--- config.mk ---
export PLATFORM = sky130hd
export DESIGN_NAME = confreg_resp
export DESIGN_NICKNAME = d
export VERILOG_FILES = /design/src/rtl/confreg_pkg.sv /design/src/rtl/confreg_timer.sv /design/src/rtl/confreg_resp.sv
export SDC_FILE = /design/constraint.sdc
export NUM_CORES = 1
export LEC_CHECK = 0
export CORE_UTILIZATION = 55
export DETAILED_ROUTE_END_ITERATION = 7
export PLACE_DENSITY = 0.92
export SLEW_MARGIN = 10
export SYNTH_ARGS = -nofsm -noshare
export SYNTH_HDL_FRONTEND = slang
export SYNTH_SLANG_ARGS = --single-unit
--- constraint.sdc ---
create_clock -name clk -period 6.6 [get_ports clk]
set_clock_uncertainty 0.15 [all_clocks]
set_input_delay 1.32 -clock clk [delete_from_list [all_inputs] [get_ports clk]]
set_output_delay 1.32 -clock clk [all_outputs]
set_load 0.1 [all_outputs]
--- src/rtl/confreg_pkg.sv ---
// Shared register map, CTRL bit positions, reset constants and the byte-lane merge
// helper used by the confreg_resp peripheral window.
package confreg_pkg;

  localparam logic [15:0] OFF_TIMER   = 16'hE000;
  localparam logic [15:0] OFF_CMP     = 16'hE004;
  localparam logic [15:0] OFF_CTRL    = 16'hE008;
  localparam logic [15:0] OFF_LED     = 16'hF000;
  localparam logic [15:0] OFF_NUM     = 16'hF020;
  localparam logic [15:0] OFF_SWITCH  = 16'hF02C;
  localparam logic [15:0] OFF_UART_TX = 16'hF100;
  localparam logic [15:0] OFF_UART_ST = 16'hF104;
  localparam logic [15:0] OFF_SIMU    = 16'hFFF0;

  localparam int CTRL_RUN    = 0;
  localparam int CTRL_IRQ_EN = 1;
  localparam int CTRL_PEND   = 2;

  localparam logic [31:0] TIMER_RST = 32'h0000_0000;
  localparam logic [31:0] CMP_RST   = 32'hFFFF_FFFF;

  // Replace only the bytes whose write-enable bit is set.
  function automatic logic [31:0] lane_merge(input logic [31:0] old_val,
                                             input logic [31:0] new_val,
                                             input logic [3:0]  lane_en);
    logic [31:0] merged;
    merged = old_val;
    for (int i = 0; i < 4; i++) begin
      if (lane_en[i]) merged[8*i +: 8] = new_val[8*i +: 8];
    end
    return merged;
  endfunction

endpackage

--- src/rtl/confreg_timer.sv ---
// Free-running compare timer with CMP/CTRL registers; raises a sticky pending flag on
// match and drives the interrupt level from registered state only.
module confreg_timer
  import confreg_pkg::*;
(
  input  logic        clk,
  input  logic        rst,
  input  logic        i_wr_timer,
  input  logic        i_wr_cmp,
  input  logic        i_wr_ctrl,
  input  logic [3:0]  i_wen,
  input  logic [31:0] i_wdata,
  output logic [31:0] o_timer,
  output logic [31:0] o_cmp,
  output logic [2:0]  o_ctrl,
  output logic        o_irq
);

  logic [31:0] r_timer;
  logic [31:0] r_cmp;
  logic        r_run;
  logic        r_irq_en;
  logic        r_pend;
  logic        w_hit;
  logic        w_clr;

  assign w_hit = r_run && (r_timer == r_cmp);
  assign w_clr = i_wr_ctrl && i_wen[0] && i_wdata[CTRL_PEND];

  // NOTE: all state uses non-blocking assignments so every register sees pre-edge values.
  always_ff @(posedge clk) begin
    if (rst) begin
      r_timer  <= TIMER_RST;
      r_cmp    <= CMP_RST;
      r_run    <= 1'b0;
      r_irq_en <= 1'b0;
      r_pend   <= 1'b0;
    end else begin
      if (i_wr_timer)  r_timer <= lane_merge(r_timer, i_wdata, i_wen);
      else if (r_run)  r_timer <= r_timer + 32'd1;
      if (i_wr_cmp)    r_cmp   <= lane_merge(r_cmp, i_wdata, i_wen);
      if (i_wr_ctrl && i_wen[0]) begin
        r_run    <= i_wdata[CTRL_RUN];
        r_irq_en <= i_wdata[CTRL_IRQ_EN];
      end
      // A match in the same cycle as a W1C clear keeps the flag set.
      if (w_hit)      r_pend <= 1'b1;
      else if (w_clr) r_pend <= 1'b0;
    end
  end

  assign o_timer = r_timer;
  assign o_cmp   = r_cmp;
  assign o_ctrl  = {r_pend, r_irq_en, r_run};
  assign o_irq   = r_pend & r_irq_en;

endmodule

--- src/rtl/confreg_resp.sv ---
// Peripheral-window responder: address decode, 1-cycle registered read data,
// LED/NUM registers, switch readback and a byte TX register with valid/ready.
module confreg_resp
  import confreg_pkg::*;
#(
  parameter logic [31:0] BASE      = 32'h1FAF_0000,
  parameter logic [31:0] SIMU_FLAG = 32'h0000_0000
) (
  input  logic        clk,
  input  logic        rst,
  input  logic        en,
  input  logic [3:0]  wen,
  input  logic [31:0] addr,
  input  logic [31:0] wdata,
  output logic [31:0] rdata,
  input  logic [7:0]  switch_in,
  output logic [15:0] led,
  output logic [31:0] num,
  output logic        irq,
  output logic [7:0]  tx_data,
  output logic        tx_valid,
  input  logic        tx_ready
);

  logic [31:0] r_rdata;
  logic [15:0] r_led;
  logic [31:0] r_num;
  logic [7:0]  r_tx_data;
  logic        r_tx_valid;

  logic        w_in_win;
  logic        w_rd;
  logic        w_wr;
  logic [15:0] w_off;
  logic [31:0] w_rd_val;
  logic [31:0] w_timer;
  logic [31:0] w_cmp;
  logic [2:0]  w_ctrl;
  logic        w_unused;

  assign w_in_win = (addr[31:16] == BASE[31:16]);
  assign w_off    = {addr[15:2], 2'b00};
  assign w_rd     = en && (wen == 4'b0000);
  assign w_wr     = en && (wen != 4'b0000) && w_in_win;
  assign w_unused = &{1'b0, addr[1:0]};

  confreg_timer u_timer (
    .clk        (clk),
    .rst        (rst),
    .i_wr_timer (w_wr && (w_off == OFF_TIMER)),
    .i_wr_cmp   (w_wr && (w_off == OFF_CMP)),
    .i_wr_ctrl  (w_wr && (w_off == OFF_CTRL)),
    .i_wen      (wen),
    .i_wdata    (wdata),
    .o_timer    (w_timer),
    .o_cmp      (w_cmp),
    .o_ctrl     (w_ctrl),
    .o_irq      (irq)
  );

  // NOTE: default assigned first so no path through this block can infer a latch.
  always_comb begin
    w_rd_val = 32'h0;
    if (w_in_win) begin
      case (w_off)
        OFF_TIMER:   w_rd_val = w_timer;
        OFF_CMP:     w_rd_val = w_cmp;
        OFF_CTRL:    w_rd_val = {29'h0, w_ctrl};
        OFF_LED:     w_rd_val = {16'h0, r_led};
        OFF_NUM:     w_rd_val = r_num;
        OFF_SWITCH:  w_rd_val = {24'h0, switch_in};
        OFF_UART_ST: w_rd_val = {31'h0, r_tx_valid};
        OFF_SIMU:    w_rd_val = SIMU_FLAG;
        default:     w_rd_val = 32'h0;
      endcase
    end
  end

  always_ff @(posedge clk) begin
    if (rst) begin
      r_rdata    <= 32'h0;
      r_led      <= 16'h0;
      r_num      <= 32'h0;
      r_tx_data  <= 8'h0;
      r_tx_valid <= 1'b0;
    end else begin
      if (w_rd) r_rdata <= w_rd_val;
      if (w_wr && (w_off == OFF_LED)) begin
        if (wen[0]) r_led[7:0]  <= wdata[7:0];
        if (wen[1]) r_led[15:8] <= wdata[15:8];
      end
      if (w_wr && (w_off == OFF_NUM)) r_num <= lane_merge(r_num, wdata, wen);
      // While a byte is pending, new writes are dropped, including in the handshake cycle.
      if (r_tx_valid) begin
        if (tx_ready) r_tx_valid <= 1'b0;
      end else if (w_wr && (w_off == OFF_UART_TX) && wen[0]) begin
        r_tx_data  <= wdata[7:0];
        r_tx_valid <= 1'b1;
      end
    end
  end

  assign rdata    = r_rdata;
  assign led      = r_led;
  assign num      = r_num;
  assign tx_data  = r_tx_data;
  assign tx_valid = r_tx_valid;

endmodule

==> impl_metrics.csv, run 1 <==
group,metric,value,unit
outcome,run_status,"finished clean",
setup_path,timing.critical_path.from_type,"input port",
grt,grt_overflow,0,
grt,first_global_vias,7595,
die,die-height,119,um
sta,report.final.hold_viol_count,0,
grt,grt_first_pass_wirelength,39200,um
flow_run,maxCapViolations,0,
drt,vias_post_dr,8000,
sta,maxSlewViolCount,0,
cts,ctsRootBufferMaster,"sky130_fd_sc_hd__clkbuf_16",
setup_path,timing.critical_path.required,6730,ps
setup_path,highest_fanout_seen_on_the_critical_path,23,
placed_design,placed_cell_area,0.00927,mm^2
synthesis,async_flop_share,0,%
layout,leading_cell_type_in_the_layout_fill_and_taps_excluded,"sky130_fd_sc_hd__clkdlybuf4s50_1",
layout,final_core_utilization,74.3,%
synthesis,synth_warnings,0,
setup_path,r2r.worst_path.cells,6,
worst_hold_path,min_to,"rdata[23]",
setup_path,worst-setup-path-type,"input port to flip-flop",
grt,grt_max_degree,89,
drt,route.antenna.remaining_nets,0,
sta,holdWs,304,ps
synthesis,top_ff_cell_synth,"sky130_fd_sc_hd__dfxtp_1",
drt,drt_pass_1_iters,7,
die,io_pins,170,
die,die_area,0.0142,mm^2
synthesis,syn_avg_cell_area,8.34,um^2
setup_path,ff2ff_setup_slack,3990,ps
drt,detail_route.vias_per_cell,6.54,
grt,grt_use_total,35.0,%
drt,drt-wirelength-per-cell,20.3,um
cts,cts_repair_resize_count,0,
setup_path,worstSetupEndpointType,"flip-flop",
layout,drive_above_1_share,5.15,%
setup_path,start_of_the_worst_register_to_register_path,"u_timer.o_timer[5]",
layout,most-common-layout-cells,"166 x sky130_fd_sc_hd__clkdlybuf4s50_1, 157 x sky130_fd_sc_hd__nand2_1, 156 x sky130_fd_sc_hd__dfxtp_1",
worst_hold_path,min_path_cells,2,
die,floorplan.initialDensity,56.6,%
worst_hold_path,hold_path.class,"flip-flop to flip-flop",
layout,n_antenna_cell,0,
pwr,total_power_after_layout,2.14,mW
cts,postCtsSetupRepairBufs,0,
cts,numClockSinks,156,
sta,setup_total_negative_slack,0,ps
die,core-area,0.0133,mm^2
pwr,vdd_drop_max,0.199,mV
layout,nNetsFinal,1116,
cts,clock_tree_from_tritoncts,"built",
placed_design,numPortBuffers,167,
sta,timing.slew.headroom,21.8,%
grt,antenna_found_initial,0,
layout,layout.cell_area.non_filler,0.00992,mm^2
sta,setup_viol_count_final,0,
placed_design,hpwl,16800,um
placed_design,global_placement_routability_congestion,0.922,
cts,ctsHtreeMaxLevel,4,
synthesis,synth.cell_area,0.00756,mm^2
cts,postCtsHoldBufs,0,
synthesis,ys_ff_latch,156,
cts,clock_path_buffers,2,
cts,clkLatencyLatePin,440,ps
synthesis,yosysSeqAreaShare,41.3,%
sta,clock.fmax,0.210,GHz
drt,drt_first_iter_violations,1262,
pwr,pwr_density_cell,215,mW/mm^2
pwr,static_leakage,3.40,nW
worst_hold_path,min-delay-start,"rdata[23]",
die,die_width,119,um
synthesis,netlist-cell-type-count,63,
layout,area_growth_syn_to_layout,31.2,%
synthesis,synth_edf_count,0,
drt,wirelength,24800,um
synthesis,synth.net_count,987,
setup_path,critical_path.reg2reg.endpoint,"u_timer.o_timer[23]",
die,floorplan.rows,42,
synthesis,number_of_instances_in_the_synthesized_netlist,906,
sta,worst_slew_pin_slew,1170,ps
drt,drc,0,
cts,clkTransAtPathRegs,60,ps
cts,cts_made_buffers,17,
sta,min_period,4750,ps
sta,rsz0062_at_grt,"false",
sta,period_share,72.0,%
setup_path,critical_path_arrival,4880,ps
[stage by stage]
| stage | setup slack [ps] | cells |
|---|---|---|
| after floorplan | 3190 | 906 |
| after global placement | 1750 | 1192 |
| after detailed placement | 1600 | 1192 |
| after CTS | 1990 | 1224 |
| after global routing | 1690 | 1224 |
| final | 1850 | 1224 |
[flip-flops by register name (all words and copies together), names as in the netlist]
signal            cells
led                  16
u_timer.r_irq_en      1
rdata                32
tx_data               8
u_timer.o_cmp        32
u_timer.r_run         1
u_timer.r_pend        1
u_timer.o_timer      32
num                  32
tx_valid              1
[layer usage]
layer	vias to the layer above	part of all wire (%)	GRT usage, %
met1	3768	38	43.5
met4	0	4.8	20.5
met5	-	0	0
li1	3552	-	-
met2	558	46	55.0
met3	122	11	8.67
[synthesized netlist by cell type (3+ instances only)]
cell / n / share of area, %
sky130_fd_sc_hd__a221oi_1: 11 / 1.3
sky130_fd_sc_hd__nand3_1: 27 / 1.8
sky130_fd_sc_hd__mux2i_1: 71 / 9.4
sky130_fd_sc_hd__or3_1: 12 / 0.99
sky130_fd_sc_hd__nand2b_1: 4 / 0.33
sky130_fd_sc_hd__dfxtp_1: 156 / 41
sky130_fd_sc_hd__o211ai_1: 8 / 0.79
sky130_fd_sc_hd__inv_1: 13 / 0.65
sky130_fd_sc_hd__nor3_1: 19 / 1.3
sky130_fd_sc_hd__xor2_1: 5 / 0.58
sky130_fd_sc_hd__a2111oi_0: 3 / 0.35
sky130_fd_sc_hd__a21oi_1: 58 / 3.8
sky130_fd_sc_hd__a31oi_1: 15 / 1.2
sky130_fd_sc_hd__a21o_1: 5 / 0.50
sky130_fd_sc_hd__clkbuf_1: 57 / 2.8
sky130_fd_sc_hd__nor2_1: 54 / 2.7
sky130_fd_sc_hd__a22oi_1: 4 / 0.40
sky130_fd_sc_hd__nand2_1: 157 / 7.8
sky130_fd_sc_hd__xnor2_1: 29 / 3.4
sky130_fd_sc_hd__o22ai_1: 3 / 0.25
sky130_fd_sc_hd__buf_2: 7 / 0.46
sky130_fd_sc_hd__o21ai_0: 42 / 2.8
sky130_fd_sc_hd__and3_1: 21 / 1.7
sky130_fd_sc_hd__a222oi_1: 19 / 2.5
sky130_fd_sc_hd__nor4_1: 16 / 1.3
sky130_fd_sc_hd__nand4_1: 26 / 2.2
sky130_fd_sc_hd__a211oi_1: 7 / 0.70
sky130_fd_sc_hd__and4_1: 5 / 0.58
sky130_fd_sc_hd__nor2b_1: 3 / 0.25
sky130_fd_sc_hd__o2bb2ai_1: 3 / 0.35
[kinds of logic (layout without fill, tap and decap cells)]
group / count (synthesis) / in the layout / synth area share (%)
multiplexers: 73 / 73 / 9.70
XOR/XNOR: 34 / 34 / 3.94
AO/OA/AOI/OAI: 195 / 195 / 17.0
adder cells (fa/ha/maj): 1 / 1 / 0.166
AND/OR/NAND/NOR: 365 / 365 / 23.5
flip-flops: 156 / 156 / 41.3
buffers and inverters: 82 / 224 / 4.34
[critical path, cell delays in order]
cell	delay (ps)
sky130_fd_sc_hd__clkdlybuf4s50_1	460
sky130_fd_sc_hd__nor4_4	490
sky130_fd_sc_hd__nand4_1	470
sky130_fd_sc_hd__nor3_4	1040
sky130_fd_sc_hd__nand3_1	670
sky130_fd_sc_hd__mux2i_1	340
sky130_fd_sc_hd__nor2_1	70
[power breakdown]
| group | internal [mW] | switching [mW] | total, mW |
|---|---|---|---|
| Clock | 0.688 | 0.397 | 1.08 |
| Sequential | 0.941 | 0.000000000455 | 0.941 |
| Combinational | 0.0518 | 0.0577 | 0.110 |
[how the worst max path moves through the flow]
stage / start / endpoint / slack [ps] / cells past startpoint
6_report: addr[7] / num[2] / 1850 / 7
3_5_place_dp: addr[2] / u_timer.o_timer[18] / 1600 / 7
3_3_place_gp: addr[7] / num[3] / 1750 / 7
4_1_cts: addr[7] / num[2] / 1990 / 7
5_1_grt: addr[7] / num[2] / 1690 / 7
2_1_floorplan: wen[3] / u_timer.o_timer[20] / 3190 / 7
[cell type report]
class / count / area [um^2]
clock buffers: 20 / 457
multi-input cells: 668 / 4120
fillers: 945 / 3430
repair buffers: 178 / 1750
flip-flops and latches: 156 / 3120
clock inverters: 12 / 193
well taps: 176 / 220
inverters: 14 / 52.6
Power figures use the tool's default switching activity.
==> inputs of run 2 (changes only) <==
- CORE_UTILIZATION: 55 -> 46
- PLACE_DENSITY: 0.92 -> 0.83
- clock period: 6.6 -> 4.1 ns (I/O delays scaled with it)
==> run 2 against run 1 <==
  * Clock power rose by 57%
  * Sequential share of layout area fell by 0.68 points
  * Combinational power rose by 65%
  * Setup slack got worse by 1100 ps
  * Routed wire length rose by 1.6%
  * Power rose by 59%
==> impl_metrics.csv, run 2 (synthesis gave the netlist of run 1 again) <==
group,metric,value,unit
outcome,run_status,"finished clean",
cts,numClockSinks,156,
drt,drt-wirelength-per-cell,19.6,um
pwr,pwr_density_cell,335,mW/mm^2
sta,timing.slew.headroom,30.0,%
setup_path,critical_path_arrival,3560,ps
layout,area_growth_syn_to_layout,34.1,%
cts,ctsRootBufferMaster,"sky130_fd_sc_hd__clkbuf_16",
layout,nNetsFinal,1138,
grt,first_global_vias,7119,
worst_hold_path,hold_path.class,"flip-flop to flip-flop",
drt,vias_post_dr,7778,
die,core-area,0.0159,mm^2
layout,most-common-layout-cells,"166 x sky130_fd_sc_hd__clkdlybuf4s50_1, 157 x sky130_fd_sc_hd__nand2_1, 156 x sky130_fd_sc_hd__dfxtp_1",
sta,period_share,81.4,%
cts,cts_repair_resize_count,0,
drt,wirelength,25200,um
setup_path,highest_fanout_seen_on_the_critical_path,8,
drt,drt_pass_1_iters,8,
sta,report.final.hold_viol_count,0,
sta,maxSlewViolCount,0,
die,die_width,130,um
sta,layout_setup_ws,764,ps
sta,worst_slew_pin_slew,1050,ps
grt,grt_use_total,29.8,%
placed_design,placed_cell_area,0.00951,mm^2
grt,grt_overflow,0,
cts,clock_tree_from_tritoncts,"built",
cts,clock_path_buffers,2,
flow_run,maxCapViolations,0,
cts,ctsHtreeMaxLevel,4,
cts,clkLatencyLatePin,450,ps
sta,setup_total_negative_slack,0,ps
placed_design,post-place-ws,414,ps
cts,clkTransAtPathRegs,60,ps
layout,drive_above_1_share,7.10,%
die,die_area,0.0169,mm^2
sta,setup_viol_count_final,0,
grt,grt_max_degree,58,
cts,postCtsHoldBufs,0,
drt,route.antenna.remaining_nets,0,
placed_design,numPortBuffers,167,
die,io_pins,170,
sta,clock.fmax,0.300,GHz
layout,n_antenna_cell,0,
grt,antenna_found_initial,0,
drt,detail_route.vias_per_cell,6.05,
die,floorplan.initialDensity,47.4,%
sta,rsz0062_at_grt,"false",
sta,min_period,3340,ps
layout,fillerInstances,1301,
layout,layout.cell_area.non_filler,0.0101,mm^2
drt,drt_first_iter_violations,1025,
setup_path,timing.critical_path.from_type,"input port",
placed_design,hpwl,17900,um
layout,leading_cell_type_in_the_layout_fill_and_taps_excluded,"sky130_fd_sc_hd__clkdlybuf4s50_1",
cts,postCtsSetupRepairBufs,0,
pwr,static_leakage,3.51,nW
grt,grt_first_pass_wirelength,38100,um
drt,drc,0,
setup_path,worst-setup-path-type,"input port to flip-flop",
placed_design,global_placement_routability_congestion,0.943,
layout,final_core_utilization,63.6,%
cts,cts_made_buffers,17,
die,die-height,130,um
die,floorplan.rows,46,
setup_path,worstSetupEndpointType,"flip-flop",
pwr,vdd_drop_max,0.326,mV
setup_path,timing.critical_path.required,4320,ps
==> run 2: final timing paths <==
| path | depth (start not counted) | from | slack [ps] | end |
|---|---|---|---|---|
| worst min-delay path | 2 | rdata[30] | 300 | rdata[30] |
| worst max-delay path | 6 | wen[1] | 760 | u_timer.o_timer[21] |
| worst min register to register | 2 | rdata[30] | 300 | rdata[30] |
| worst max register to register | 6 | u_timer.o_timer[0] | 1490 | u_timer.o_timer[22] |
==> run 2: layout make-up <==
cell class | instances | area, um^2 | share of cell area, %
flip-flops and latches | 156 | 3120 | 30.8
repair buffers | 200 | 1940 | 19.1
clock inverters | 11 | 158 | 1.56
multi-input cells | 668 | 4120 | 40.7
inverters | 14 | 52.6 | 0.518
well taps | 216 | 270 | 2.67
clock buffers | 21 | 470 | 4.64
==> run 2: critical path, cell delays in order <==
cell and delay (ps):
sky130_fd_sc_hd__clkdlybuf4s50_1 490, sky130_fd_sc_hd__or4_4 600, sky130_fd_sc_hd__a41oi_1 760, sky130_fd_sc_hd__nand2_1 310
sky130_fd_sc_hd__or3_1 420, sky130_fd_sc_hd__a31oi_1 150
==> run 2: layer usage <==
| metal | share of wire, % | track usage [%] | vias up | wire, um |
|---|---|---|---|---|
| met5 | 0 | 0 | - | 0 |
| met4 | 3.0 | 12.4 | 0 | 751 |
| met3 | 9.7 | 6.93 | 58 | 2430 |
| met2 | 46 | 46.9 | 448 | 11700 |
| met1 | 41 | 39.0 | 3678 | 10300 |
| li1 | - | - | 3594 | - |
==> run 2: report_power, final <==
group	internal, mW	switching [mW]
Clock	1.02	0.681
Sequential	1.51	0.000000000726
Combinational	0.0885	0.0937
Total	2.62	0.775
==> run 2: through the flow <==
stage                     power (mW)  hold slack [ps]  std cells
final                           3.39              298       1286
after global routing            3.47              335       1286
after CTS                       3.39              305       1286
after detailed placement        1.73              290       1254
after global placement          1.73              284       1254
after floorplan                 1.61              310        906
==> inputs of run 3 (changes only) <==
- CORE_UTILIZATION: 46 -> 51
- PLACE_DENSITY: 0.83 -> 0.87
- clock period: 4.1 -> 3.2 ns (I/O delays scaled with it)
==> run 3 against run 2 <==
  * Clock-buffer cell count is the same
  * Clock power grew 20%
  * Design area shrank 0.27%
  * Sequential share of layout area grew 0.084 points
  * Critical path depth grew 2
  * Utilization grew 6.2 points
  * Register-to-register slack lost 870 ps
  * Power grew 25%
  * Combinational power grew 35%
  * Sequential power grew 28%
==> impl_metrics.csv, run 3 (synthesis gave the netlist of run 1 again) <==
group,metric,value,unit
outcome,run_status,"finished clean",
cts,clock_tree_from_tritoncts,"built",
sta,timing.slew.headroom,52.7,%
cts,postCtsSetupRepairBufs,0,
setup_path,critical_path_arrival,3010,ps
grt,grt_overflow,0,
setup_path,timing.critical_path.required,3400,ps
pwr,vdd_drop_max,0.357,mV
drt,vias_post_dr,8059,
cts,postCtsHoldBufs,0,
cts,clkTransAtPathRegs,60,ps
die,floorplan.initialDensity,52.2,%
cts,numClockSinks,156,
drt,drt_first_iter_violations,1043,
grt,first_global_vias,7291,
pwr,static_leakage,3.85,nW
pwr,pwr_density_cell,418,mW/mm^2
layout,area_used_by_multi_input_combinational_logic,0.00412,mm^2
placed_design,global_placement_routability_congestion,0.982,
grt,grt_first_pass_wirelength,38200,um
sta,setup_total_negative_slack,0,ps
die,die_area,0.0153,mm^2
cts,cts_repair_resize_count,0,
drt,route.antenna.remaining_nets,0,
sta,report.final.hold_viol_count,0,
grt,antenna_found_initial,0,
cts,clkLatencyLatePin,430,ps
layout,most-common-layout-cells,"157 x sky130_fd_sc_hd__nand2_1, 156 x sky130_fd_sc_hd__dfxtp_1, 150 x sky130_fd_sc_hd__buf_4",
cts,cts_made_buffers,17,
layout,nNetsFinal,1170,
cts,ctsHtreeMaxLevel,4,
layout,area_growth_syn_to_layout,33.8,%
setup_path,highest_fanout_seen_on_the_critical_path,18,
placed_design,placed_cell_area,0.00952,mm^2
worst_hold_path,hold_path.class,"flip-flop to flip-flop",
sta,layout_setup_ws,392,ps
die,core-area,0.0145,mm^2
die,die_width,124,um
sta,worst_slew_pin_slew,710,ps
sta,clock.fmax,0.356,GHz
drt,drt_pass_1_iters,8,
die,die-height,124,um
setup_path,worst-setup-path-type,"input port to flip-flop",
drt,drt-wirelength-per-cell,19.7,um
grt,grt_max_degree,53,
cts,clock_path_buffers,2,
layout,n_antenna_cell,0,
sta,maxSlewViolCount,0,
cts,ctsRootBufferMaster,"sky130_fd_sc_hd__clkbuf_16",
die,io_pins,170,
sta,setup_viol_count_final,0,
layout,leading_cell_type_in_the_layout_fill_and_taps_excluded,"sky130_fd_sc_hd__nand2_1",
flow_run,maxCapViolations,0,
die,floorplan.rows,44,
sta,period_share,87.8,%
placed_design,numPortBuffers,167,
drt,drc,0,
setup_path,worstSetupEndpointType,"flip-flop",
layout,drive_above_1_share,17.7,%
drt,detail_route.vias_per_cell,6.28,
grt,grt_use_total,32.9,%
placed_design,post-place-ws,23.1,ps
drt,wirelength,25300,um
sta,rsz0062_at_grt,"false",
layout,layout.cell_area.non_filler,0.0101,mm^2
layout,final-seq-area,0.00312,mm^2
layout,fillerInstances,1086,
sta,min_period,2810,ps
setup_path,timing.critical_path.from_type,"input port",
placed_design,hpwl,18100,um
[run 3: cell types whose count changed in the layout (fill, tap and decap cells not counted), sizes merged]
cell           previous run  this run
inv                      16        13
clkdlybuf4s50           166        76
buf                      34       156
[run 3: metal layers]
metal / vias up / global-route usage, % / part of all wire [%] / routed length [um]
li1: 3666 / - / - / -
met1: 3820 / 43.3 / 40 / 10200
met2: 492 / 50.4 / 46 / 11600
met3: 81 / 8.01 / 10 / 2600
met4: 0 / 16.2 / 3.5 / 876
met5: - / 0 / 0 / 0
[run 3: area by class of cell]
cell class / count / area share, %
flip-flops and latches: 156 / 30.9
well taps: 184 / 2.28
inverters: 14 / 0.520
repair buffers: 232 / 19.7
clock buffers: 21 / 4.65
clock inverters: 8 / 1.16
multi-input cells: 668 / 40.8
[run 3: per-stage QoR]
step                util [%]  hold WS (ps)  cells  power, mW
floorplan                  -           310    906       2.06
global placement        65.8           286   1254       2.22
detailed placement      65.8           293   1254       2.22
CTS                     69.8           307   1283       4.23
global route            69.8           320   1283       4.33
finish                  69.8           304   1283       4.23
[run 3: power by group]
group / switching (mW) / internal (mW) / leakage, nW / total, mW
clock network: 0.772 / 1.27 / 0.290 / 2.04
registers: 0.000000000881 / 1.94 / 1.26 / 1.94
logic: 0.126 / 0.120 / 2.31 / 0.246
[run 3: final timing paths]
check,start,endpoint,slack (ps),depth (start not counted)
max,addr[7],num[25],390,8
min,rdata[26],rdata[26],300,2
min reg2reg,rdata[26],rdata[26],300,2
max reg2reg,u_timer.o_timer[1],u_timer.o_timer[20],620,6
[run 3: worst max-delay path: stages]
cell and delay [ps]:
sky130_fd_sc_hd__clkdlybuf4s50_1 450, sky130_fd_sc_hd__nor4_4 430, sky130_fd_sc_hd__nand4_1 360, sky130_fd_sc_hd__nor3_4 280, sky130_fd_sc_hd__buf_12 190, sky130_fd_sc_hd__and3_1 370, sky130_fd_sc_hd__nand2_1 100, sky130_fd_sc_hd__a21oi_1 160
